<file path="src/rtl/torus_out_arbiter.sv">
// torus_out_arbiter: one router output port. Round-robin arbitration among
// N_IN requesting inputs, credit-based backpressure toward the downstream
// buffer, and a registered output link.
//
// Handshake: input i hands over its flit in any cycle where req[i] & gnt[i].
// gnt is combinational from req, the rotating pointer and the credit count.
// It does not depend on credit_in, so a returned credit first counts in the
// following cycle. The link side is valid-only: out_v marks a flit on out.
// There is no ready signal on the link. Flow control comes from credits,
// where each credit_in pulse returns one downstream slot.
module torus_out_arbiter #(
  parameter int N_IN      = 5,
  parameter int X_W       = 2,
  parameter int Y_W       = 2,
  parameter int D_W       = 28,
  parameter int FLIT_W    = X_W + Y_W + D_W,
  parameter int BUF_DEPTH = 4,
  parameter int CNT_W     = $clog2(BUF_DEPTH + 1)
) (
  input  logic                     clk,
  input  logic                     rst,
  input  logic [N_IN-1:0]          req,
  input  logic [N_IN*FLIT_W-1:0]   in_flit,
  output logic [N_IN-1:0]          gnt,
  output logic                     out_v,
  output logic [FLIT_W-1:0]        out,
  input  logic                     credit_in,
  output logic [CNT_W-1:0]         credits,
  output logic                     ovf_err
);

  localparam int PTR_W = (N_IN > 1) ? $clog2(N_IN) : 1;

  logic [PTR_W-1:0]  ptr;
  logic [PTR_W-1:0]  win;
  logic [PTR_W:0]    idx;
  logic              found;
  logic              grant;
  logic [FLIT_W-1:0] flit_arr [N_IN];

  // Unpack the flat flit bus into one entry per input.
  for (genvar g = 0; g < N_IN; g++) begin : g_unpack
    assign flit_arr[g] = in_flit[g*FLIT_W +: FLIT_W];
  end

  // Rotating-priority search starting at ptr. The grant is suppressed
  // when there are no credits or while reset is asserted.
  always_comb begin
    gnt   = '0;
    win   = '0;
    found = 1'b0;
    idx   = '0;
    grant = 1'b0;
    for (int k = 0; k < N_IN; k++) begin
      idx = {1'b0, ptr} + (PTR_W+1)'(k);
      if (idx >= (PTR_W+1)'(N_IN)) begin
        idx = idx - (PTR_W+1)'(N_IN);
      end
      if (!found && req[idx[PTR_W-1:0]]) begin
        found = 1'b1;
        win   = idx[PTR_W-1:0];
      end
    end
    grant = found && !rst && (credits != '0);
    if (grant) begin
      gnt[win] = 1'b1;
    end
  end

  // Register the winning flit onto the link and advance the pointer past the winner.
  always_ff @(posedge clk) begin
    if (rst) begin
      ptr   <= '0;
      out_v <= 1'b0;
      out   <= '0;
    end else begin
      out_v <= grant;
      if (grant) begin
        out <= flit_arr[win];
        ptr <= (win == PTR_W'(N_IN - 1)) ? '0 : win + PTR_W'(1);
      end
    end
  end

  // Credit accounting. A grant and a returned credit in the same cycle cancel out.
  // A credit returned while the counter is full is dropped and flagged sticky.
  always_ff @(posedge clk) begin
    if (rst) begin
      credits <= CNT_W'(BUF_DEPTH);
      ovf_err <= 1'b0;
    end else if (grant && !credit_in) begin
      credits <= credits - CNT_W'(1);
    end else if (!grant && credit_in) begin
      if (credits == CNT_W'(BUF_DEPTH)) begin
        ovf_err <= 1'b1;
      end else begin
        credits <= credits + CNT_W'(1);
      end
    end
  end

endmodule

</file>
<file path="config.mk">
export PLATFORM = sky130hd
export DESIGN_NAME = torus_out_arbiter
export DESIGN_NICKNAME = d
export VERILOG_FILES = /design/src/rtl/torus_out_arbiter.sv
export SDC_FILE = /design/constraint.sdc
export NUM_CORES = 1
export LEC_CHECK = 0
export CAP_MARGIN = 20
export CORE_MARGIN = 1
export CORE_UTILIZATION = 45
export DETAILED_ROUTE_END_ITERATION = 10
export GPL_TIMING_DRIVEN = 0
export PLACE_DENSITY = 0.95
export SLEW_MARGIN = 20
export SYNTH_ARGS = -nofsm -noshare
export SYNTH_HDL_FRONTEND = slang
export SYNTH_SLANG_ARGS = --single-unit
export TNS_END_PERCENT = 50
</file>
<file path="constraint.sdc">
create_clock -name clk -period 13 [get_ports clk]
set_input_delay 1.3 -clock clk [delete_from_list [all_inputs] [get_ports clk]]
set_output_delay 1.3 -clock clk [all_outputs]
set_load 0.05 [all_outputs]
</file>
==> key figures <==
Run status
  – Run status: finished with violations
  – Failing checks: design-rule violations

Logic synthesis
  – Syn_area_per_cell: between 8 and 9 um^2
  – Library cells used by synthesis: 73
  – Yosys top cell by area: dfxtp_1
  – YS warnings: 0
  – Post-synthesis cell count: 479
  – Syn Nets: approximately 660
  – Seq cells post-synth: 40
  – Share of the synthesized area in the top cell type: 0.192
  – Number of synthesized flops with an enable pin: 0
  – Register area share after synthesis: 0.192
  – Area contributors post-synth: dfxtp_1, o2111ai_2, mux2i_1, nand4_1, a31oi_1
  – Async S/R FF share, synth: 0
  – Cell Area, Synth: 4170 um^2
  – Synth Flop Type: dfxtp_1

Timing
  – Clock Skew: 10.5 ps
  – Final period util: 0.509
  – Setup-failing EPs final: 0
  – Worst Tran Pin Value: approximately 650 ps
  – Fmax: between 150 and 200 MHz
  – Setup total negative slack: 0 ps
  – Fin crit period: about 6600 ps
  – Fin. max-slew vios: 0
  – Final Hold Vio Count: 0
  – RSZ-0062 raised after global routing: false
  – Worst slew margin: 0.567

Final layout
  – Final cell count without fillers: 804
  – Nets: ~880
  – # diodes: 0
  – Layout overhead on the synthesized area: 56.3%
  – Ratio of cells with drive above 1 in the final layout: 0.115

Worst setup path
  – Critical path arrival: between 5000 and 6000 ps
  – Worst Setup End Kind: output port
  – Setup crit start kind: flip-flop
  – WP data required: around 12000 ps
  – Crit Path Max Fanout: 10
  – Setup CP Type: reg2out

Detailed routing
  – DR pass1 iterations: 8
  – Wirelength per Cell: around 23 um
  – Routed Antenna Nets: 0
  – DRC: 3
  – Violation count after the first detailed-route iteration: around 430
  – Vias per cell: 6.66
  – Vias post-DR: between 5k and 6k
  – Final wirelength: 18.5 mm

CTS
  – CTS Sinks: 40
  – Clock Root Buffer: clkbuf_8
  – Post-CTS resize count: 0
  – Post-CTS Setup Bufs: 0
  – Clock Latency Late Sink: around 310 ps
  – CTS buffer count: 5
  – CTS max path bufs: 2
  – CTS tree: done
  – Hold_buf cts: 0
  – Clk slew on worst S/H paths: ~100 ps
  – H-tree levels: 2

Floorplanning
  – DIE HEIGHT: ~100 um
  – DIE WIDTH: between 90 and 100 um
  – Row cnt: 34
  – Initial Util: 0.471
  – CORE AREA: between 8000 and 9000 um^2
  – Die area: about 9700 um^2
  – # IOs: between 200 and 250

Global routing
  – Grt ovf: 0
  – Gr usage total: 0.372
  – Vias in the first global route: 5251
  – First-pass GRT wire length: ~28 mm
  – Largest net degree at the start of global routing: 14
  – Initial antenna violation count: 0

Pwr
  – Pleak: about 2.5 nW
  – VDD IR-drop max: roughly 0.24 mV
  – Pwr dens: ~350 nW/um^2

Job
  – Max-cap violation count: 0

Place
  – Dpl cells: approximately 800
  – Hpwl dp: about 14 mm
  – Port Buf Inserts: about 210
  – GPL Wtd Cong: ~0.97

Hold path
  – Hold crit path type: reg2reg
==> cell type report <==
class	count	area (um^2)
plain buffers	53	340
clock inverters	2	38.8
repair buffers	209	2090
fillers	650	2330
inverters	16	65.1
multi-input cells	370	2960
well taps	108	135
clock buffers	6	82.6
flip-flops and latches	40	801
==> registers in the layout, indices dropped and copies added, names as in the netlist <==
register  flops
out          32
credits       3
ptr           3
out_v         1
ovf_err       1
==> cells in the mapped netlist (all sizes together), types with 2 or more instances <==
cell	n
nand4	64
o21ai	9
nor2b	5
mux2i	41
a211o	6
xor2	3
o31ai	3
fa	2
inv	15
and3b	2
mux2	7
nor2	18
a22oi	2
nor3b	27
nor3	7
o211ai	2
clkbuf	17
ha	12
a21o	3
buf	36
and3	8
a211oi	2
nand3b	3
nand3	4
dfxtp	40
o2111ai	33
or3	2
o32a	2
a2111oi	2
o22ai	3
or3b	3
a31oi	34
xnor2	2
o211a	3
nand2	12
a31o	2
a21oi	15
nand2b	8
==> logic make-up after synthesis <==
| logic type | count (synthesis) | share of synthesized area |
|---|---|---|
| AO/OA/AOI/OAI | 134 | 0.284 |
| XOR/XNOR | 5 | 0.0105 |
| adder cells (fa/ha/maj) | 14 | 0.0456 |
| buffers and inverters | 69 | 0.0973 |
| flip-flops | 40 | 0.192 |
| multiplexers | 49 | 0.123 |
| AND/OR/NAND/NOR | 168 | 0.248 |
==> placed cells by master, fill, tap and decap left out, types with 6 or more instances in the layout <==
master and instances:
nand4_1 64, nor2_1 17, dfxtp_1 40, clkbuf_1 17, nand2_1 11, clkdlybuf4s50_1 209
buf_6 14, and3_1 8, inv_1 13, buf_2 10, nand2b_1 7, o2111ai_2 28
a211o_1 6, nor3b_1 27, ha_1 12, buf_1 9, mux2i_1 41, clkbuf_8 6
a21oi_1 14, o21ai_0 9, nor3_1 7, a31oi_1 34
==> critical path: stages, from the launching register on <==
cell and delay (ps):
dfxtp_1 460, buf_2 260, clkinv_1 350, ha_1 340, inv_1 70, fa_1 470, o21ba_2 270, o21ai_0 80
or3b_1 400, o211a_1 180, mux2i_1 140, a31o_1 220, buf_2 180, or3_1 310, buf_2 190, buf_6 170
nor2_1 100, clkdlybuf4s50_1 820
==> through the flow <==
step | hold WS [ps] | setup slack (ps) | power [W] | area (um^2) | utilization
floorplan | 688 | 7340 | 0.00160 | 4170 | -
global placement | 450 | 6610 | 0.00206 | 6390 | 0.723
detailed placement | 467 | 6570 | 0.00210 | 6390 | 0.723
CTS | 489 | 6490 | 0.00223 | 6520 | 0.736
global route | 520 | 6210 | 0.00238 | 6520 | 0.736
finish | 488 | 6390 | 0.00228 | 6520 | 0.736
==> metal layers <==
layer | track usage | wire (um) | up-vias
met2 | 0.625 | 8800 | 415
met3 | 0.0780 | 2010 | 87
li1 | - | - | 2350
met4 | 0.176 | 1040 | 0
met5 | 0 | 0 | -
met1 | 0.456 | 6620 | 2504
==> power by group <==
part           internal (W)  switching (W)
combinational      0.000744        0.00119
sequential         0.000187      0.0000362
clock             0.0000630      0.0000555
total              0.000994        0.00128
==> final timing paths <==
| path | end | slack [ps] | startpoint | cells past startpoint |
|---|---|---|---|---|
| worst max-delay path | gnt[0] | 6390 | ptr[0] | 17 |
| worst min-delay path | ovf_err | 490 | ovf_err | 2 |
| worst max register to register | credits[2] | 7700 | ptr[0] | 19 |
| worst min register to register | ovf_err | 490 | ovf_err | 2 |
No activity file was read; power rests on OpenSTA's default activity.
